==> src/rtl/inst_fetcher_pkg.sv <==
// Shared types and constants for the instruction fetcher and its queue.
package inst_fetcher_pkg;

  // Fetch FSM: IDLE may issue, WAIT owns a live request, DISCARD drains a
  // request whose data was invalidated by a redirect.
  typedef enum logic [1:0] {
    ST_IDLE    = 2'd0,
    ST_WAIT    = 2'd1,
    ST_DISCARD = 2'd2
  } fetch_state_e;

  // One queue entry: the fetch address and the word that came back from it.
  typedef struct packed {
    logic [31:0] pc;
    logic [31:0] inst;
  } iq_entry_t;

  localparam logic [31:0] RESET_PC_DEFAULT = 32'h0;
  localparam logic [31:0] PC_STEP          = 32'd4;

endpackage

==> src/rtl/inst_fetcher_if.sv <==
// Memory-controller handshake plus dispatcher-facing instruction stream.
interface inst_fetcher_if;
  logic        mc_req;
  logic [31:0] mc_addr;
  logic        mc_done;
  logic [31:0] mc_data;
  logic        ID_stall;
  logic        inst_flag;
  logic [31:0] inst;
  logic [31:0] inst_pc;

  // Fetcher side.
  modport master (
    output mc_req, mc_addr, inst_flag, inst, inst_pc,
    input  mc_done, mc_data, ID_stall
  );

  // Memory controller / dispatcher side.
  modport slave (
    input  mc_req, mc_addr, inst_flag, inst, inst_pc,
    output mc_done, mc_data, ID_stall
  );
endinterface

==> src/rtl/inst_fetcher_queue.sv <==
// Small synchronous FIFO of {pc,inst} entries. Head is read combinationally;
// while empty the head holds the last value it showed.
module inst_queue
  import inst_fetcher_pkg::*;
#(
  parameter int IQ_DEPTH = 4
) (
  input  logic      clk,
  input  logic      rst_n,
  input  logic      en,
  input  logic      push,
  input  logic      pop,
  input  logic      flush,
  input  iq_entry_t wdata,
  output iq_entry_t head,
  output logic      full,
  output logic      empty
);
  localparam int            PW      = $clog2(IQ_DEPTH);
  localparam logic [PW:0]   DEPTH_C = (PW+1)'(IQ_DEPTH);
  localparam logic [PW:0]   CONE    = (PW+1)'(1);
  localparam logic [PW-1:0] PONE    = PW'(1);

  iq_entry_t       mem [IQ_DEPTH];
  iq_entry_t       hold_q;
  logic [PW-1:0]   rd_ptr, wr_ptr;
  logic [PW:0]     count;
  logic            push_ok, pop_ok;

  assign empty   = (count == '0);
  assign full    = (count == DEPTH_C);
  assign pop_ok  = pop && !empty;
  assign push_ok = push && (!full || pop_ok);
  assign head    = empty ? hold_q : mem[rd_ptr];

  // Pointers, occupancy and last-head hold; flush wins over push/pop.
  always_ff @(posedge clk) begin
    if (!rst_n) begin
      rd_ptr <= '0;
      wr_ptr <= '0;
      count  <= '0;
      hold_q <= '0;
    end else if (en) begin
      if (flush) begin
        rd_ptr <= '0;
        wr_ptr <= '0;
        count  <= '0;
        hold_q <= head;
      end else begin
        if (push_ok) wr_ptr <= wr_ptr + PONE;
        if (pop_ok)  rd_ptr <= rd_ptr + PONE;
        case ({push_ok, pop_ok})
          2'b10:   count <= count + CONE;
          2'b01:   count <= count - CONE;
          default: count <= count;
        endcase
        if (!empty) hold_q <= mem[rd_ptr];
      end
    end
  end

  // Entry storage; contents need no reset since count gates visibility.
  always_ff @(posedge clk) begin
    if (en && !flush && push_ok) mem[wr_ptr] <= wdata;
  end

endmodule

==> src/rtl/inst_fetcher.sv <==
// Sequential-PC instruction fetcher: one outstanding memory request at a
// time, a small queue toward the dispatcher, redirects from commit.
module inst_fetcher
  import inst_fetcher_pkg::*;
#(
  parameter int          IQ_DEPTH = 4,
  parameter logic [31:0] RESET_PC = RESET_PC_DEFAULT
) (
  input  logic           clk,
  input  logic           rst_n,
  input  logic           rdy,
  input  logic           jump_flag,
  input  logic [31:0]    jump_pc,
  inst_fetcher_if.master bus
);
  fetch_state_e state_q, state_d;
  logic [31:0]  pc_q, pc_d;
  logic         req_q, req_d;
  logic [31:0]  addr_q, addr_d;
  logic         push, pop, flush;
  logic         full, empty;
  iq_entry_t    head, wdata;

  assign bus.mc_req    = req_q;
  assign bus.mc_addr   = addr_q;
  assign bus.inst_flag = !empty;
  assign bus.inst      = head.inst;
  assign bus.inst_pc   = head.pc;

  assign pop        = !empty && !bus.ID_stall && !jump_flag;
  assign wdata.pc   = addr_q;
  assign wdata.inst = bus.mc_data;

  // Next-state: request issue, response capture, redirect/flush handling.
  // Room check uses !full: in IDLE nothing is in flight, so that is the
  // whole budget, and only one request may be outstanding.
  always_comb begin
    state_d = state_q;
    pc_d    = pc_q;
    req_d   = req_q;
    addr_d  = addr_q;
    push    = 1'b0;
    flush   = 1'b0;
    case (state_q)
      ST_IDLE: begin
        if (jump_flag) begin
          pc_d  = jump_pc;
          flush = 1'b1;
        end else if (!full) begin
          req_d   = 1'b1;
          addr_d  = pc_q;
          state_d = ST_WAIT;
        end
      end
      ST_WAIT: begin
        if (jump_flag) begin
          pc_d  = jump_pc;
          flush = 1'b1;
          if (bus.mc_done) begin
            req_d   = 1'b0;
            state_d = ST_IDLE;
          end else begin
            state_d = ST_DISCARD;
          end
        end else if (bus.mc_done) begin
          push    = 1'b1;
          pc_d    = pc_q + PC_STEP;
          req_d   = 1'b0;
          state_d = ST_IDLE;
        end
      end
      ST_DISCARD: begin
        if (jump_flag) begin
          pc_d  = jump_pc;
          flush = 1'b1;
        end
        if (bus.mc_done) begin
          req_d   = 1'b0;
          state_d = ST_IDLE;
        end
      end
      default: state_d = ST_IDLE;
    endcase
  end

  // State, PC and registered memory request; everything holds while !rdy.
  always_ff @(posedge clk) begin
    if (!rst_n) begin
      state_q <= ST_IDLE;
      pc_q    <= RESET_PC;
      req_q   <= 1'b0;
      addr_q  <= '0;
    end else if (rdy) begin
      state_q <= state_d;
      pc_q    <= pc_d;
      req_q   <= req_d;
      addr_q  <= addr_d;
    end
  end

  inst_queue #(.IQ_DEPTH(IQ_DEPTH)) u_queue (
    .clk   (clk),
    .rst_n (rst_n),
    .en    (rdy),
    .push  (push),
    .pop   (pop),
    .flush (flush),
    .wdata (wdata),
    .head  (head),
    .full  (full),
    .empty (empty)
  );

endmodule

==> src/flat_wrapper.sv <==
// flat-port wrapper written by rule: the top's interface ports become plain ports
module inst_fetcher_flat import inst_fetcher_pkg::*;
#(
  parameter int          IQ_DEPTH = 4,
  parameter logic [31:0] RESET_PC = RESET_PC_DEFAULT
)
  (clk, rst_n, rdy, jump_flag, jump_pc, bus_mc_req, bus_mc_addr, bus_inst_flag, bus_inst, bus_inst_pc, bus_mc_done, bus_mc_data, bus_ID_stall);
  inst_fetcher_if bus_i ();
  input  logic clk;
  input  logic rst_n;
  input  logic rdy;
  input  logic jump_flag;
  input  logic [31:0] jump_pc;
  output wire logic [$bits(bus_i.mc_req)-1:0] bus_mc_req;
  output wire logic [$bits(bus_i.mc_addr)-1:0] bus_mc_addr;
  output wire logic [$bits(bus_i.inst_flag)-1:0] bus_inst_flag;
  output wire logic [$bits(bus_i.inst)-1:0] bus_inst;
  output wire logic [$bits(bus_i.inst_pc)-1:0] bus_inst_pc;
  input wire logic [$bits(bus_i.mc_done)-1:0] bus_mc_done;
  input wire logic [$bits(bus_i.mc_data)-1:0] bus_mc_data;
  input wire logic [$bits(bus_i.ID_stall)-1:0] bus_ID_stall;
  assign bus_mc_req = bus_i.mc_req;
  assign bus_mc_addr = bus_i.mc_addr;
  assign bus_inst_flag = bus_i.inst_flag;
  assign bus_inst = bus_i.inst;
  assign bus_inst_pc = bus_i.inst_pc;
  assign bus_i.mc_done = bus_mc_done;
  assign bus_i.mc_data = bus_mc_data;
  assign bus_i.ID_stall = bus_ID_stall;
  inst_fetcher #(.IQ_DEPTH(IQ_DEPTH), .RESET_PC(RESET_PC)) u_core (.clk(clk), .rst_n(rst_n), .rdy(rdy), .jump_flag(jump_flag), .jump_pc(jump_pc), .bus(bus_i));
endmodule
==> config.mk <==
export PLATFORM = sky130hd
export DESIGN_NAME = inst_fetcher_flat
export DESIGN_NICKNAME = d
export VERILOG_FILES = /design/src/rtl/inst_fetcher_pkg.sv /design/src/rtl/inst_fetcher_if.sv /design/src/rtl/inst_fetcher_queue.sv /design/src/rtl/inst_fetcher.sv /design/src/flat_wrapper.sv
export SDC_FILE = /design/constraint.sdc
export NUM_CORES = 1
export LEC_CHECK = 0
export CORE_MARGIN = 1
export CORE_UTILIZATION = 55
export CTS_BUF_LIST = sky130_fd_sc_hd__clkbuf_8
export CTS_CLUSTER_SIZE = 12
export DETAILED_ROUTE_END_ITERATION = 10
export PLACE_DENSITY = 0.83
export SLEW_MARGIN = 10
export SYNTH_ARGS = -nofsm -noshare
export SYNTH_HDL_FRONTEND = slang
export SYNTH_SLANG_ARGS = --single-unit
==> constraint.sdc <==
create_clock -name clk -period 3.7 [get_ports clk]
set_input_delay 0.555 -clock clk [delete_from_list [all_inputs] [get_ports clk]]
set_output_delay 0.555 -clock clk [all_outputs]
set_load 0.02 [all_outputs]
# ---- Word-level counts from Yosys, hierarchy flattened
# Memories as Yosys holds them, arrays and structs flattened. A register that Yosys moved wholly into a read port is not among the register bits.
# Cells that the tools add are included.
dict set report word_totals {
  output_inout_bits 98
  mem_bits_rw 256
  word_cells 86
  mem_count 1
  regBits 138
}
dict set report classes {
  addsub 5
  n_reduce_logical 29
  n_eq_ne 10
  bitwise 2
  muxes 30
}
# name words word_bits rd rd_ports_with_merged_regs write_ports line
set memory_table {}
lappend memory_table {u_core.u_queue.mem 4 64 1 1 1 inst_fetcher_queue.sv:24} ;# iq_entry_t mem [IQ_DEPTH];
# operator n
set op_table {}
lappend op_table {{$mux 32} 3}
lappend op_table {{$mux 64} 1}
lappend op_table {{$pmux 32 s2} 1}
lappend op_table {{$add 32x3->32 const B} 1}
lappend op_table {{$mux 2} 11}
lappend op_table {{$mux 1} 10}
lappend op_table {{$reduce_and 4->1} 2}
lappend op_table {{$reduce_bool 2->1} 4}
lappend op_table {{$logic_and 1x1->1} 6}
lappend op_table {{$pmux 2 s3} 1}
lappend op_table {{$pmux 3 s2} 1}
lappend op_table {{$reduce_and 2->1} 3}
lappend op_table {{$logic_not 1->1} 5}
lappend op_table {{$reduce_and 5->1} 1}
lappend op_table {{$add 2x1->2 const B} 2}
lappend op_table {{$eq 2x1->1 const B} 2}
lappend op_table {{$eq 2x2->1 const B} 2}
lappend op_table {{$ne 2x1->1 const B} 2}
lappend op_table {{$ne 2x2->1 const B} 2}
lappend op_table {{$reduce_or 2->1} 2}
lappend op_table {{$add 3x1->3 const B} 1}
lappend op_table {{$eq 3x3->1 const B} 1}
lappend op_table {{$logic_not 3->1} 1}
lappend op_table {{$mux 3} 1}
lappend op_table {{9 further kinds} 10}

# ---- Longest topological paths before layout
dict set report depth {
  ltp_word 10
  depth_mapped 9
  mapped_depth_nobuf 9
}

# ---- Cells and area by module
# Synthesis repeated with hierarchy kept, for this count alone.
dict set report hier_totals {
  cells_unflattened 1194
  hier_area_um2 16284.4
}
# mod n_inst seq_area_each_um2 cells_per_inst area_per_inst_um2
set by_module_without_submodules {}
lappend by_module_without_submodules {inst_queue 1 9148.8 744 12872.3}
lappend by_module_without_submodules {inst_fetcher 1 1341.3 450 3412.0}

# ---- Least setup slack after synthesis
# Ideal clock, no wire load.
dict set report synth_timing {
  kind {reg-to-reg}
  start {reg u_core.state_q[0]}
  end {mem u_core.u_queue.mem[0][0] (netlist bit) (enable)}
  required_time_ns 3.271
  setup_time_ns 0.429
  setup_slack_ns 0.641
  period_less_slack_ns 3.059
  path_stages_with_launch 5
  n_path_buf 0
  t_arrival_ns 2.629
  path_cell_list {dfxtp_1 > ha_1 > nand2_1 > nor2_1 > and3_1}
}
dict set report synth_via {
  elab_chain_len 8
  elab_cells_between_ends 12
  cone_classes {eq/ne (2); mux (4); reduce/logical (6)}
}
# item line
set synth_lines {}
lappend synth_lines {{start, declared} inst_fetcher.sv:16} ;# fetch_state_e state_q, state_d;
lappend synth_lines {{start signal, assigned} inst_fetcher.sv:94} ;# state_q <= state_d;
lappend synth_lines {{$eq 2x1->1 (tied with other cells)} inst_fetcher.sv:44} ;# case (state_q)
lappend synth_lines {{$reduce_or 3->1 (no source line)} n/a}
lappend synth_lines {{$mux 1} n/a}
lappend synth_lines {{$logic_not 1->1} inst_fetcher_queue.sv:64} ;# if (en && !flush && push_ok) mem[wr_ptr] <= wdata;
lappend synth_lines {{$logic_and 1x1->1} inst_fetcher_queue.sv:64}
lappend synth_lines {{$logic_and 1x1->1 (*)} inst_fetcher_queue.sv:64}
lappend synth_lines {{$mux 1 (*)} inst_fetcher_queue.sv:64}
lappend synth_lines {{$mux 1 (implied by the code) (*)} inst_fetcher_queue.sv:64}
lappend synth_lines {{end, declared} inst_fetcher_queue.sv:24}
# Mark *: on every way between the ends. The rest lies on a longest branch, timed or not.

# ---- Final worst setup path
dict set report layout_timing {
  start {reg u_core.u_queue.count[2]}
  end {out bus_inst_pc[13]}
}
dict set report layout_via {
  elab_chain_len 2
}
# item line
set layout_lines {}
lappend layout_lines {{start, declared} inst_fetcher_queue.sv:27} ;# logic [PW:0] count;
lappend layout_lines {{start signal, assigned} inst_fetcher_queue.sv:53} ;# 2'b10: count <= count + CONE;
lappend layout_lines {{start signal, assigned} inst_fetcher_queue.sv:54} ;# 2'b01: count <= count - CONE;
lappend layout_lines {{start signal, assigned} inst_fetcher_queue.sv:55} ;# default: count <= count;
lappend layout_lines {{$logic_not 3->1} inst_fetcher_queue.sv:30} ;# assign empty = (count == '0);
lappend layout_lines {{$mux 64} n/a}
lappend layout_lines {{end, declared} flat_wrapper.sv:18} ;# output wire logic [$bits(bus_i.inst_pc)-1:0] bus_inst_pc;
# Every way passes these cells.

==> results.sh <==
export IMPL_p_clk_frac=0.392
export IMPL_setup_viol=0
export IMPL_grt_first_pass_wirelength_um=60100
export IMPL_crit_family="buffers and inverters"
export IMPL_slowest_stage="sky130_fd_sc_hd__buf_4"
export IMPL_run_status="finished with violations"
export IMPL_path_common_cell="sky130_fd_sc_hd__nand2_1"
export IMPL_clk_sink_count=396
export IMPL_antenna_found_initial=0
export IMPL_path_cells="nor3_4, buf_4, nand2_1, nand2_1, clkdlybuf4s50_1"
export IMPL_power_switching_share=0.243
export IMPL_place_gp_congestion=0.907
export IMPL_post_synthesis_cell_area_um2=16100
export IMPL_total_internal_power_mw=7.04
export IMPL_via_per_inst=5.75
export IMPL_final_core_util=0.680
export IMPL_dieArea_um2=29900
export IMPL_number_of_different_library_cells_in_the_post_synthesis_netlist=58
export IMPL_multiInputGateArea_um2=5220
export IMPL_detailedRoute_firstIterationViolations=1184
export IMPL_number_of_flops_mapped_to_enable_cells_by_yosys=256
export IMPL_skew_ns=0.0334
export IMPL_number_of_storage_elements_in_the_synthesis_netlist=396
export IMPL_comb_power_share=0.086
export IMPL_grt_start_max_net_pins=75
export IMPL_reg2reg_slack_ns=1.05
export IMPL_post_cts_repair_setup_buffers=0
export IMPL_dp_final_hpwl_um=23700
export IMPL_final_setup_tns_ns=0
export IMPL_die_width_um=173
export IMPL_ys_warn_count=0
export IMPL_share_seq_of_total_power=0.522
export IMPL_p_leak_nw=6.75
export IMPL_cts_root_buffer="sky130_fd_sc_hd__clkbuf_8"
export IMPL_cp_arrival_ns=2.81
export IMPL_drv_slew=0
export IMPL_finalCritPeriodShare=0.909
export IMPL_synthTopCellsByCount="297 x sky130_fd_sc_hd__nand2_1, 256 x sky130_fd_sc_hd__edfxtp_1, 153 x sky130_fd_sc_hd__nor2_1, 140 x sky130_fd_sc_hd__dfxtp_1, 84 x sky130_fd_sc_hd__o21ai_0"
export IMPL_syn_instance_count=1333
export IMPL_start_util=0.561
export IMPL_post_place_cells=1830
export IMPL_avgSynthCellArea_um2=12.1
export IMPL_remaining_drc_errors=1
export IMPL_synth_top_area_cell="sky130_fd_sc_hd__edfxtp_1"
export IMPL_ctsHtreeMaxLevel=3
export IMPL_clk_transition_reported_paths_ns=0.06
export IMPL_switching_power_mw=2.26
export IMPL_synth_fp_nets=1414
export IMPL_grt_busiest_layer="met2"
export IMPL_first_global_vias=11300
export IMPL_clock_fmax_ghz=0.297
export IMPL_floorplan_io_pins=168
export IMPL_die_span_y_um=173
export IMPL_synth_most_common_cell="sky130_fd_sc_hd__nand2_1"
export IMPL_regArea_um2=10500
export IMPL_synth_top_cells_by_area="sky130_fd_sc_hd__edfxtp_1 48%, sky130_fd_sc_hd__dfxtp_1 17%, sky130_fd_sc_hd__mux4_2 9.0%, sky130_fd_sc_hd__nand2_1 6.9%, sky130_fd_sc_hd__nor2_1 3.6%"
export IMPL_setup_repair_after_global_routing_missed_its_margin="no"
export IMPL_antenna_diode_count=0
export IMPL_holdPathStages=2
export IMPL_globalRouteOverflowTotal=0
export IMPL_worst_slew_pin_slew_ns=0.983
export IMPL_ys_seq_area_frac=0.652
export IMPL_maxCapViolCount=0
export IMPL_drt_wl_total_um=37400
export IMPL_hold_path_endpoint="u_core.pc_q[5]"
export IMPL_hold_start="rst_n"
export IMPL_worstReg2RegEnd="u_core.pc_q[19]"
export IMPL_final_layout_size_suffix_gt1_frac=0.132
export IMPL_grt_util_met1=0.335
export IMPL_critical_path_required_time_ns=3.14
export IMPL_place_port_buffers=167
export IMPL_design_area_um2=19500
export IMPL_yosysTopAreaCellShare=0.478
export IMPL_critical_path_peak_fanout=65
export IMPL_worst_path_buf_inv=2
export IMPL_track_usage=0.255
export IMPL_ys_flop_type="sky130_fd_sc_hd__edfxtp_1"
export IMPL_irDropWorstVdd_uv=308
export IMPL_cts_repair_resized=0
export IMPL_area_growth_synth_to_final_pct=21.3
export IMPL_row_count=62
export IMPL_power_density_cell_area_nw_per_um2=477
export IMPL_placed_cell_area_um2=18300
export IMPL_num_vias=11200
export IMPL_post_layout_nonfiller_instances=1951
export IMPL_cts_tree="built"
export IMPL_critical_path_class="flop to output port"
export IMPL_r2r_start="u_core.state_q[0]"
export IMPL_gr_util_met2=0.433
export IMPL_clk_latency_ns=0.58
export IMPL_fillers=2002
export IMPL_reg2regPathDepth=7
export IMPL_cp_end_kind="output port"
export IMPL_timing_final_hold_violations=0
export IMPL_max_slew_margin_rel=0.338
export IMPL_gr_usage_met3=0.0400
export IMPL_postCtsHoldBufs=0
export IMPL_max_stage_delay_ns=0.66
export IMPL_cts_buffers=66
export IMPL_failing_checks="design-rule violations"
export IMPL_design_core_area_um2=28700
export IMPL_wl_per_cell_um=19.2
export IMPL_synth_async_reset_ratio=0
export IMPL_worstHoldPathType="input pin to flop"
export IMPL_timing_final_crit_period_ns=3.36
export IMPL_firstDrtPassIters=9
export IMPL_cts_max_path_bufs=3
export IMPL_setup_worst_path_start_class="flop"
export IMPL_nNetsFinal=1595
export IMPL_drt_antenna_violating_nets=0
-- how the worst max path moves through the flow --
stage                                      endpoint  slack [ns]  cells after the start                     from
after floorplan            u_core.u_queue.mem[0][0]        0.64                      4        u_core.state_q[0]
after global placement              bus_inst_pc[13]        0.90                      5                     flop
after detailed placement  u_core.u_queue.mem[1][24]        0.81                      5             bus_ID_stall
after CTS                           bus_inst_pc[13]        0.26                      5                     flop
after global routing                 bus_inst_pc[8]        0.16                      5                     flop
final                               bus_inst_pc[13]        0.34                      5  u_core.u_queue.count[2]
-- per-stage QoR --
stage	power (mW)	hold WS, ns	worst slack (ns)
after floorplan	5.36	0.431	0.641
after global placement	5.71	0.447	0.900
after detailed placement	5.74	0.453	0.809
after CTS	9.37	0.355	0.261
after global routing	9.66	0.373	0.164
final	9.30	0.398	0.337
-- cell families (layout without fill, tap and decap cells) --
| family | Yosys count | count (layout) | synth area share |
|---|---|---|---|
| and+or+nand+nor | 536 | 536 | 0.139 |
| AOI/OAI and AO/OA | 214 | 214 | 0.0789 |
| xor gates and xnor gates | 1 | 1 | 0.000545 |
| buffers and inverters | 101 | 335 | 0.0249 |
| muxes | 74 | 74 | 0.0958 |
| DFF | 396 | 396 | 0.652 |
| adders and majority gates | 11 | 11 | 0.00902 |
-- sequential cells by signal (all words and copies together), names as in the netlist, named ones only --
register	count
u_core.u_queue.hold_q	64
u_core.bus.mc_addr	32
u_core.state_q	2
u_core.pc_q	32
u_core.u_queue.mem	256
u_core.u_queue.rd_ptr	2
u_core.bus.mc_req	1
u_core.u_queue.wr_ptr	2
u_core.u_queue.count	3
-- worst register-to-register path, cell delays in order, from the launching register on --
cell                      delay [ns]
sky130_fd_sc_hd__dfxtp_1        0.47
sky130_fd_sc_hd__inv_1          0.13
sky130_fd_sc_hd__ha_1           0.31
sky130_fd_sc_hd__or3_1          0.75
sky130_fd_sc_hd__buf_4          0.37
sky130_fd_sc_hd__nor4_1         0.29
sky130_fd_sc_hd__a22oi_1        0.10
sky130_fd_sc_hd__o21ai_1        0.16
-- power by group through the flow --
stage | Clock [mW] | Sequential [mW] | Combinational, mW
finish | 3.65 | 4.85 | 0.800
global route | 3.93 | 4.86 | 0.865
CTS | 3.72 | 4.85 | 0.799
detailed placement | 0 | 4.94 | 0.796
global placement | 0 | 4.94 | 0.772
floorplan | 0 | 4.92 | 0.437
-- cell type report --
cell class                 instances  share of cell area
clock buffer                      71              0.0501
clock inverter                    50              0.0142
timing repair buffer             197               0.102
multi-input combinational        836               0.268
sequential                       396               0.538
inverter                          17             0.00327
tap                              384              0.0246
-- placed cells by master (no fill, tap or decap), drive strengths merged, types with 9 or more instances in the layout --
cell             n
nand4           10
o22ai           12
a21oi           65
mux4            64
dfxtp          140
clkinv          24
buf             32
inv             40
nor2           153
mux2i           10
nand2          297
ha              10
nand3           19
o21ai           88
a32oi            9
nor3            22
clkdlybuf4s50  165
edfxtp         256
clkbuf          71
and3             9
-- per-layer routing --
metal,part of all wire,vias up
met5,0,-
met4,0.022,0
met3,0.071,65
met2,0.50,522
met1,0.40,5421
li1,-,5204
Power figures use the tool's default switching activity.
